[src/rtl/bcd_conv_pkg.sv]
// Shared types and constants for the sequential BCD-to-binary converter.
//   state_t         : converter FSM states (idle / shifting)
//   BCD_DIGIT_MAX   : largest legal BCD digit
//   BCD_CORR_THRESH : digit value at or above which the correction applies
//   BCD_CORR_SUB    : amount removed from a digit by the correction
package bcd_conv_pkg;

   typedef enum logic [0:0] {
      StIdle,
      StShift
   } state_t;

   localparam logic [3:0] BCD_DIGIT_MAX   = 4'd9;
   localparam logic [3:0] BCD_CORR_THRESH = 4'd8;
   localparam logic [3:0] BCD_CORR_SUB    = 4'd3;

   function automatic logic digit_invalid(input logic [3:0] d);
      return d > BCD_DIGIT_MAX;
   endfunction

endpackage

[src/rtl/bcd_digit_correct.sv]
// Reverse double-dabble digit correction: after a right shift a BCD digit
// that reads 8 or more has received a "ten" from the digit above, which
// as a binary half is worth 5, not 8, so 3 is taken off.
// Ports:
//   i_digit : 4-bit digit after the shift
//   o_digit : corrected digit
module bcd_digit_correct
   import bcd_conv_pkg::*;
(
   input  logic [3:0] i_digit,
   output logic [3:0] o_digit
);

   assign o_digit = (i_digit >= BCD_CORR_THRESH) ? (i_digit - BCD_CORR_SUB) : i_digit;

endmodule

[src/rtl/sequential_bcd_to_b_converter.sv]
// Sequential BCD-to-binary converter using reverse double-dabble, one bit
// per clock. A conversion takes BIN_W shift cycles; done pulses one cycle
// after the last shift, at which point the FSM is already idle again.
// Optional feature: define BCD_DIGIT_CHECK_EN to reject inputs containing
// a digit above 9 (done + err with bin_out = 0, no conversion started).
// Ports:
//   clk     : rising-edge clock
//   reset   : asynchronous, active-high reset
//   start   : conversion request, sampled only while idle
//   bcd_in  : packed BCD input, digit 0 in [3:0]
//   busy    : conversion in progress
//   done    : one-cycle pulse when bin_out/err update
//   bin_out : converted value, held until the next done
//   err     : invalid-digit flag, held until the next done
module sequential_bcd_to_b_converter
   import bcd_conv_pkg::*;
#(
   parameter int unsigned DIGITS = 4,
   parameter int unsigned BIN_W  = 14
) (
   input  logic                  clk,
   input  logic                  reset,
   input  logic                  start,
   input  logic [4*DIGITS-1:0]   bcd_in,
   output logic                  busy,
   output logic                  done,
   output logic [BIN_W-1:0]      bin_out,
   output logic                  err
);

   localparam int unsigned BcdW = 4 * DIGITS;
   localparam int unsigned CntW = (BIN_W > 1) ? $clog2(BIN_W) : 1;
   localparam logic [CntW-1:0] CntLast = CntW'(BIN_W - 1);

   state_t            r_state;
   logic [BcdW-1:0]   r_bcd;
   logic [BIN_W-1:0]  r_bin;
   logic [CntW-1:0]   r_cnt;
   logic              r_busy;
   logic              r_done;
   logic [BIN_W-1:0]  r_bin_out;
   logic              r_err;

   logic [BcdW-1:0]   w_bcd_shift;
   logic [BcdW-1:0]   w_bcd_corr;
   logic [BIN_W-1:0]  w_bin_shift;
   logic              w_bad;

   // The whole {bcd, bin} register shifts right; the bcd LSB enters the bin MSB.
   assign w_bcd_shift = {1'b0, r_bcd[BcdW-1:1]};
   assign w_bin_shift = {r_bcd[0], r_bin[BIN_W-1:1]};

   for (genvar g = 0; g < DIGITS; g++) begin : g_corr
      bcd_digit_correct u_corr (
         .i_digit (w_bcd_shift[4*g +: 4]),
         .o_digit (w_bcd_corr[4*g +: 4])
      );
   end

`ifdef BCD_DIGIT_CHECK_EN
   always_comb begin
      w_bad = 1'b0;
      for (int unsigned i = 0; i < DIGITS; i++) begin
         if (digit_invalid(bcd_in[4*i +: 4])) w_bad = 1'b1;
      end
   end
`else
   assign w_bad = 1'b0;
`endif

   always_ff @(posedge clk or posedge reset) begin
      if (reset) begin
         r_state   <= StIdle;
         r_bcd     <= '0;
         r_bin     <= '0;
         r_cnt     <= '0;
         r_busy    <= 1'b0;
         r_done    <= 1'b0;
         r_bin_out <= '0;
         r_err     <= 1'b0;
      end else begin
         r_done <= 1'b0;
         case (r_state)
            StIdle: begin
               if (start && w_bad) begin
                  // Rejected input: report immediately, stay idle.
                  r_done    <= 1'b1;
                  r_err     <= 1'b1;
                  r_bin_out <= '0;
               end else if (start) begin
                  r_bcd   <= bcd_in;
                  r_bin   <= '0;
                  r_cnt   <= '0;
                  r_busy  <= 1'b1;
                  r_state <= StShift;
               end
            end
            StShift: begin
               r_bcd <= w_bcd_corr;
               r_bin <= w_bin_shift;
               r_cnt <= r_cnt + 1'b1;
               if (r_cnt == CntLast) begin
                  r_bin_out <= w_bin_shift;
                  r_err     <= 1'b0;
                  r_done    <= 1'b1;
                  r_busy    <= 1'b0;
                  r_cnt     <= '0;
                  r_state   <= StIdle;
               end
            end
            default: r_state <= StIdle;
         endcase
      end
   end

   assign busy    = r_busy;
   assign done    = r_done;
   assign bin_out = r_bin_out;
   assign err     = r_err;

endmodule

[config.mk]
export PLATFORM = sky130hd
export DESIGN_NAME = sequential_bcd_to_b_converter
export DESIGN_NICKNAME = d
export VERILOG_FILES = /design/src/rtl/bcd_conv_pkg.sv /design/src/rtl/bcd_digit_correct.sv /design/src/rtl/sequential_bcd_to_b_converter.sv
export SDC_FILE = /design/constraint.sdc
export NUM_CORES = 1
export LEC_CHECK = 0
export ABC_AREA = 1
export ABC_CLOCK_PERIOD_IN_PS = 2000
export CAP_MARGIN = 5
export CORE_UTILIZATION = 46
export CTS_BUF_LIST = sky130_fd_sc_hd__clkbuf_16
export CTS_CLUSTER_DIAMETER = 200
export DETAILED_ROUTE_END_ITERATION = 12
export PLACE_DENSITY_LB_ADDON = 0.08
export SYNTH_ARGS = -nofsm -noshare
export SYNTH_HDL_FRONTEND = slang
export SYNTH_SLANG_ARGS = --single-unit
[constraint.sdc]
create_clock -name clk -period 2 [get_ports clk]
set_input_delay 0.4 -clock clk [delete_from_list [all_inputs] [get_ports clk]]
set_output_delay 0.4 -clock clk [all_outputs]
set_load 0.01 [all_outputs]
; After elaboration in Yosys (flattened, before gate mapping)
; Cells that the tools add are included.
[classes]
n_div = 0
magnitude_cmp = 4
bitwise = 1
n_addsub = 5
mux = 22
shift = 0
reduce_logical = 2
multipliers = 0
n_eq_ne = 3
[op_table]
columns = operator, count
row1 = $mux W14, 3
row2 = $pmux W16 S2, 1
row3 = $pmux W14 S2, 1
row4 = $mux W4, 6
row5 = $mux W16, 1
row6 = $ge A4 B4 Y1 const B, 3
row7 = $sub A4 B2 Y4 const B, 3
row8 = $pmux W4 S2, 1
row9 = $mux W1, 6
row10 = $pmux W1 S2, 3
row11 = $add A4 B1 Y4 const B, 1
row12 = $eq A4 B4 Y1 const B, 1
row13 = $ge A3 B4 Y1 const B, 1
row14 = $reduce_and A2 Y1, 2
row15 = $sub A3 B2 Y4 const B, 1
row16 = $ne A2 B1 Y1 const B, 1
row17 = $ne A2 B2 Y1 const B, 1
row18 = $not A1 Y1, 1
[word_totals]
mem_count = 0
latchBits = 0
reg_bits = 52
mem_bits_rw = 0
romBits = 0
input_bits = 19

; Logic depth before layout (Yosys ltp)
; Gate-level depths: netlist of the first run.
[logic_depth]
word_depth = 3
ltp_mapped = 7

; Hierarchy
; A second synthesis of the first run with hierarchy kept.
[hier_totals]
hier_cells = 274
area_unflattened_um2 = 2441.1
[by_module_without_submodules]
columns = module, instances, cells_each, area_per_inst_um2
row1 = sequential_bcd_to_b_converter, 1, 210, 2085.8
row2 = bcd_digit_correct, 4, 16, 88.8

; Worst setup path before layout of the first run
; No wires, ideal clock.
[synth_path]
path_type = register to register
start = register r_cnt[1]
end = register r_bin_out[1], in the netlist bin_out[1]
synth_period_minus_slack_ns = 1.169
slack_ns = 0.831
path_stages_with_launch = 7
required_ns = 1.882
setup_time_ns = 0.118
path_buffers = 1
arrival_time_ns = 1.051
cell_sequence = dfrtp_1 -> inv_1 -> ha_1 -> nand4_4 -> buf_6 -> nand2_1 -> o21ai_2
[synth_between]
elab_chain_cells = 3
[synth_lines]
columns = item, line
row1 = start: declaration, sequential_bcd_to_b_converter.sv:38  ; logic [CntW-1:0] r_cnt;
row2 = start signal: assignment, sequential_bcd_to_b_converter.sv:101  ; r_cnt <= r_cnt + 1'b1;
row3 = $eq A4 B4 Y1, sequential_bcd_to_b_converter.sv:102  ; if (r_cnt == CntLast) begin
row4 = $ne A2 B1 Y1 (no source line), -
row5 = $reduce_and A2 Y1 (no source line), -
row6 = end signal: assignment, sequential_bcd_to_b_converter.sv:103  ; r_bin_out <= w_bin_shift;
row7 = end: declaration, sequential_bcd_to_b_converter.sv:41  ; logic [BIN_W-1:0] r_bin_out;
; No other way between the ends.
; A chain may end at the register's enable or synchronous reset.

; Final worst setup path of the first run
[layout_path]
start = register r_state
end = register r_bin_out[12], in the netlist bin_out[12]
[layout_between]
elab_chain_cells = 2
[layout_lines]
columns = item, line
row1 = start: declaration, sequential_bcd_to_b_converter.sv:35  ; state_t r_state;
row2 = start signal: assignment, sequential_bcd_to_b_converter.sv:73  ; r_state <= StIdle;
row3 = start signal: assignment, sequential_bcd_to_b_converter.sv:95  ; r_state <= StShift;
row4 = start signal: assignment, sequential_bcd_to_b_converter.sv:108  ; r_state <= StIdle;
row5 = $ne A2 B1 Y1 (no source line), -
row6 = $reduce_and A2 Y1 (no source line) (*), -
; Mark *: on every way between the ends. The rest lies on a longest branch, timed or not.

==> results.yml, run 1 <==
timing:
  drv_slew: 0
  worstMarginPinSlew_ns: 0.5309
  slew_headroom_pct: 64.61
  fin_skew_ns: 0.005751
  finalHoldViolations: 0
  rsz0062_at_grt: "no"
  fmax_mhz: 611.9
  setup_ws_ns: 0.3659
  setup-violations-final: 0
  fin_setup_tns_ns: 0
  layout_min_cycle_time_ns: 1.634
  min_period_over_period_pct: 81.71
logic_synthesis:
  syn-num-nets: 283
  yosysWarningCount: 0
  synth-edff-count: 0
  synthFlopType: "dfrtp_1"
  synth_largest_area_cell: "dfrtp_1"
  yosysMostFrequentCell: "nand2_1"
  async_flop_share_pct: 100.0
  synth_area_leaders: "dfrtp_1 53%, nand2_1 11%, inv_1 6.7%, o21ai_2 5.2%, ha_1 4.3%"
  synth_area_per_cell_um2: 9.193
  netlist.area_leader.share_pct: 53.16
  postSynthCellCount: 256
  yosys_register_bits: 50
  yosys.cell_types.count: 21
  synth_area_um2: 2354
  synthTopCellsByCount: "69 x nand2_1, 50 x dfrtp_1, 42 x inv_1, 17 x nand3_1"
  ys_seq_area_share_pct: 53.16
clock_network:
  path_clk_slew_ns: 0.07
  cts_buffers: 5
  post_cts_buffers: 0
  cts-htree-levels: 2
  cts_sinks: 50
  insertion_delay_ns: 0.29
  hold_buffers: 0
  clockBufferDepth: 2
  cts_tree: "built"
  cts-resized-gates: 0
  clockRootBuffer: "clkbuf_16"
global_routing:
  grt_pass1_vias: 1731
  gr-usage-all-layers_pct: 18.34
  grt_max_degree: 51
  grt_pass1_wl_um: 7521
  gr-total-overflow: 0
  antenna_found_initial: 0
run:
  maxCapViolations: 0
floorplan:
  initial_utilization_pct: 48.86
  die_h_um: 73.53
  die_area_um2: 5407
  coreArea_um2: 4817
  die_x_um: 73.53
  ios: 36
  row_count: 25
hold_path:
  worst_hold_path_type: "in2async"
worst_setup_path:
  r2r.worst_path.cells: 3
  worstPathCellList: "nand4_4, nand2_1, o21ai_2"
  critPathMaxStageDelay_ns: 0.68
  required_ns: 2.17
  critical_path.startpoint: "r_state"
  crit_arrival_ns: 1.80
  path_class: "reg2reg"
  setup.worst_path.start_class: "flop"
  r2r-end: "bin_out[12]"
  cp_max_fo: 30
  ff2ff_setup_slack_ns: 0.37
  slowest_stage: "dfrtp_1"
  crit_path_end_kind: "flop"
  r2r_start: "r_state"
  crit_path_end: "bin_out[12]"
pwr:
  power_density_nw_per_um2: 1518
  p_sw_share_pct: 37.40
  ir_worst_vdd_mv: 0.5884
  p_int_mw: 2.722
  power_switching_mw: 1.627
  leakagePower_nw: 1.373
  pwr-share-seq_pct: 40.8
  clkPwrFrac_pct: 19.0
  combinationalPowerShare_pct: 40.2
outcome:
  status: "complete, no violations"
detailed_routing:
  via_per_inst: 4.899
  drtIter0Drc: 92
  num_vias: 1749
  wl_um: 4195
  wl_per_cell_um: 11.75
  drc: 0
  antenna_left: 0
  drt_first_pass_iters: 4
placed_design:
  dpl-instance-area_um2: 2719
  pre_cts_slack_ns: 0.2298
  post-dp-hpwl_um: 2843
  routabilityCongestion: 0.7979
  port_buffers: 34
  dp.cells: 349
final_layout:
  final-instance-count-excl-fill: 357
  drive_above_1_share_pct: 10.00
  nets: 316
  final_area_um2: 2865
  diodes: 0
  areaGrowthSynthToFinish_pct: 21.74
## flip-flops by register name, summed over array words and instances, names as in the netlist
name,flops
busy,1
done,1
r_bin,13
bin_out,14
r_bcd,16
r_state,1
r_cnt,4
## layout make-up
type                            count  area, um^2
Tap cell                           67       83.83
Timing Repair Buffer               36       367.9
Clock buffer                        5       125.1
Multi-Input combinational cell    152       850.8
Sequential cell                    50        1251
Clock inverter                      3       21.27
Inverter                           44       165.2
Fill cell                         443        1952
## critical path, delay by kind of cell (launching register included)
family,cells,cell delay (ns)
AOI/OAI and AO/OA,1,0.07
DFF,1,0.68
and+or+nand+nor,2,0.75
## power groups by stage
stage,Sequential [mW],Combinational (mW),Clock [mW]
floorplan,1.78,1.21,0
global placement,1.79,1.73,0
detailed placement,1.79,1.76,0
CTS,1.78,1.77,0.850
global route,1.84,2.02,0.884
finish,1.78,1.75,0.826
## kinds of logic (layout without fill, tap and decap cells)
family | count (synthesis) | count (layout) | synth area share [%]
AND/OR/NAND/NOR | 94 | 94 | 17.38
buffers and inverters | 54 | 88 | 10.69
flip-flops | 50 | 50 | 53.16
AO/OA/AOI/OAI | 48 | 48 | 13.98
adder cells (fa/ha/maj) | 8 | 8 | 4.253
other | 1 | 1 | 0.1593
XOR/XNOR | 1 | 1 | 0.3722
## through the flow
step	util, %	power, mW	hold WS, ns
4_1_cts	59.48	4.394	0.4841
5_1_grt	59.48	4.746	0.4980
6_report	59.48	4.349	0.4712
3_3_place_gp	56.44	3.518	0.4646
2_1_floorplan	-	2.989	0.4633
3_5_place_dp	56.44	3.554	0.4641
## worst min path at each step
stage / start / to / slack [ns] / cells past startpoint
after floorplan: r_bcd[15] / r_bcd[14] / 0.46 / 2
after global placement: bin_out[11] / bin_out[11] / 0.46 / 2
after detailed placement: busy / busy / 0.46 / 2
after CTS: reset / bin_out[11] / 0.48 / 3
after global routing: reset / r_bcd[0] / 0.50 / 3
final: reset / r_bcd[6] / 0.47 / 3
## cell usage in the layout, fill, tap and decap left out
cell type / netlist / routed
inv_1: 42 / 41
a21oi_1: 1 / 1
dfrtp_1: 50 / 50
o21ai_0: 12 / 12
nand4_4: 1 / 1
buf_12: 0 / 1
nor2_4: 2 / 2
buf_4: 2 / 1
ha_1: 8 / 8
o22ai_1: 14 / 14
o211ai_1: 6 / 6
o21ai_2: 14 / 14
a22o_1: 1 / 1
conb_1: 1 / 1
clkbuf_16: 0 / 5
clkinv_4: 0 / 2
clkdlybuf4s50_1: 0 / 34
nand4_1: 1 / 1
inv_2: 2 / 3
nand3_1: 17 / 17
xnor2_1: 1 / 1
clkinv_1: 0 / 1
nand2_1: 69 / 69
nor2_1: 4 / 4
## per-layer routing
| metal | routed length (um) | vias up | track usage, % |
|---|---|---|---|
| met2 | 1985 | 38 | 29.97 |
| met3 | 208 | 7 | 5.350 |
| li1 | - | 880 | - |
| met5 | 0 | - | 0 |
| met4 | 72 | 0 | 5.983 |
| met1 | 1929 | 824 | 23.43 |
Note: power is estimated with default switching activity, not from simulation.
==> run 2, diff against run 1 <==
--- a/config.mk
+++ b/config.mk
@@ -6,7 +6,7 @@
 export NUM_CORES = 1
 export LEC_CHECK = 0
 export ABC_AREA = 1
-export ABC_CLOCK_PERIOD_IN_PS = 2000
+export ABC_CLOCK_PERIOD_IN_PS = 1400
 export CAP_MARGIN = 5
 export CORE_UTILIZATION = 46
 export CTS_BUF_LIST = sky130_fd_sc_hd__clkbuf_16
==> constraint.sdc (replaced) <==
create_clock -name clk -period 1.4 [get_ports clk]
set_input_delay 0.28 -clock clk [delete_from_list [all_inputs] [get_ports clk]]
set_output_delay 0.28 -clock clk [all_outputs]
set_load 0.01 [all_outputs]
==> results.yml, run 2 (same netlist as run 1, synthesis figures left out) <==
worst_setup_path:
  path_class: "reg2reg"
  crit_family: "flip-flops"
  crit_arrival_ns: 1.45
  worstPathCellList: "inv_1, ha_1, nand4_4, buf_12, nand2_1, o21ai_2"
  worst-path-buf-inv: 2
  critPathMaxStageDelay_ns: 0.41
  required_ns: 1.58
  crit_path_end_kind: "flop"
  cp_max_fo: 30
  setup.worst_path.start_class: "flop"
  r2r.worst_path.cells: 6
  worst-path-stages: 6
  slowest_stage: "dfrtp_1"
detailed_routing:
  wl_per_cell_um: 12.09
  antenna_left: 0
  drtIter0Drc: 94
  num_vias: 1752
  drc: 0
  via_per_inst: 4.761
  wl_um: 4449
  drt_first_pass_iters: 4
floorplan:
  die_area_um2: 5407
  ios: 36
  die_h_um: 73.53
  row_count: 25
  initial_utilization_pct: 48.86
  coreArea_um2: 4817
  die_x_um: 73.53
final_layout:
  largest_reg_flops: 16
  final_util_pct: 61.90
  regMostFlops: "r_bcd"
  final_area_um2: 2982
  layout_common_cells: "69 x nand2_1, 50 x dfrtp_1, 41 x inv_1"
  layout_commonest_cell: "nand2_1"
  drive_above_1_share_pct: 13.62
  diodes: 0
  nets: 328
  areaGrowthSynthToFinish_pct: 26.69
clock_network:
  cts-htree-levels: 2
  clockRootBuffer: "clkbuf_16"
  post_cts_buffers: 0
  cts_tree: "built"
  cts_sinks: 50
  cts_buffers: 5
  hold_buffers: 0
  path_clk_slew_ns: 0.06
  cts-resized-gates: 16
  insertion_delay_ns: 0.29
  clockBufferDepth: 2
pwr:
  finalPower_mw: 6.228
  power_density_nw_per_um2: 2089
  leakagePower_nw: 1.477
  ir_worst_vdd_mv: 0.8629
hold_path:
  worst_hold_path_type: "in2async"
global_routing:
  gr-total-overflow: 0
  grt_pass1_wl_um: 7962
  antenna_found_initial: 0
  grt_max_degree: 31
  gr-usage-all-layers_pct: 19.68
  grt_pass1_vias: 1802
outcome:
  status: "complete, no violations"
placed_design:
  post-dp-hpwl_um: 3215
  dpl-instance-area_um2: 2863
  port_buffers: 34
  routabilityCongestion: 0.8237
timing:
  rsz0062_at_grt: "no"
  drv_slew: 0
  setup-violations-final: 0
  min_period_over_period_pct: 90.97
  fmax_mhz: 785.2
  fin_skew_ns: 0.005945
  layout_min_cycle_time_ns: 1.274
  finalHoldViolations: 0
run:
  maxCapViolations: 0
==> run 2: stage by stage <==
step           setup WS, ns  hold WS, ns  setup TNS (ns)  instances
3_3_place_gp       -0.04283       0.4650        -0.09918        361
6_report             0.1264       0.2844               0        368
2_1_floorplan        0.2310       0.3224               0        256
4_1_cts              0.1220       0.2902               0        368
3_5_place_dp       -0.06612       0.4676         -0.3621        361
5_1_grt             0.02483       0.3003               0        368
==> run 2: worst paths after layout <==
check	from	slack (ns)	end
worst min-delay path	reset	0.28	r_bcd[0]
worst max register to register	r_cnt[1]	0.13	bin_out[5]
worst max-delay path	r_cnt[1]	0.13	bin_out[5]
min in group clk	bin_out[12]	0.47	bin_out[12]
max in group asynchronous	reset	0.75	r_cnt[1]
worst min register to register	bin_out[12]	0.47	bin_out[12]
==> run 2: worst reg2reg max path: stages (launching register included) <==
cell and delay (ns):
dfrtp_1 0.41, inv_1 0.08, ha_1 0.21, nand4_4 0.12, buf_12 0.20, nand2_1 0.09, o21ai_2 0.05
==> run 2: where the power goes <==
group / switching, mW / internal, mW
combinational: 1.44 / 1.12
sequential: 0.400 / 2.10
clock: 0.510 / 0.655
total: 2.35 / 3.87
==> run 2: final cells by class <==
| class | instances | area [um^2] |
|---|---|---|
| clock inverter | 2 | 13.76 |
| fill | 458 | 1836 |
| multi-input combinational | 152 | 850.8 |
| timing repair buffer | 48 | 488.0 |
| clock buffer | 5 | 125.1 |
| sequential | 50 | 1251 |
| tap | 67 | 83.83 |
| inverter | 44 | 168.9 |
==> run 2: per-layer routing <==
layer	GRT usage, %	part of all wire (%)	vias to the layer above
li1	-	-	900
met1	24.71	46	818
met2	32.72	49	30
met3	5.624	4.0	4
met4	6.410	0.90	0
met5	0	0	-
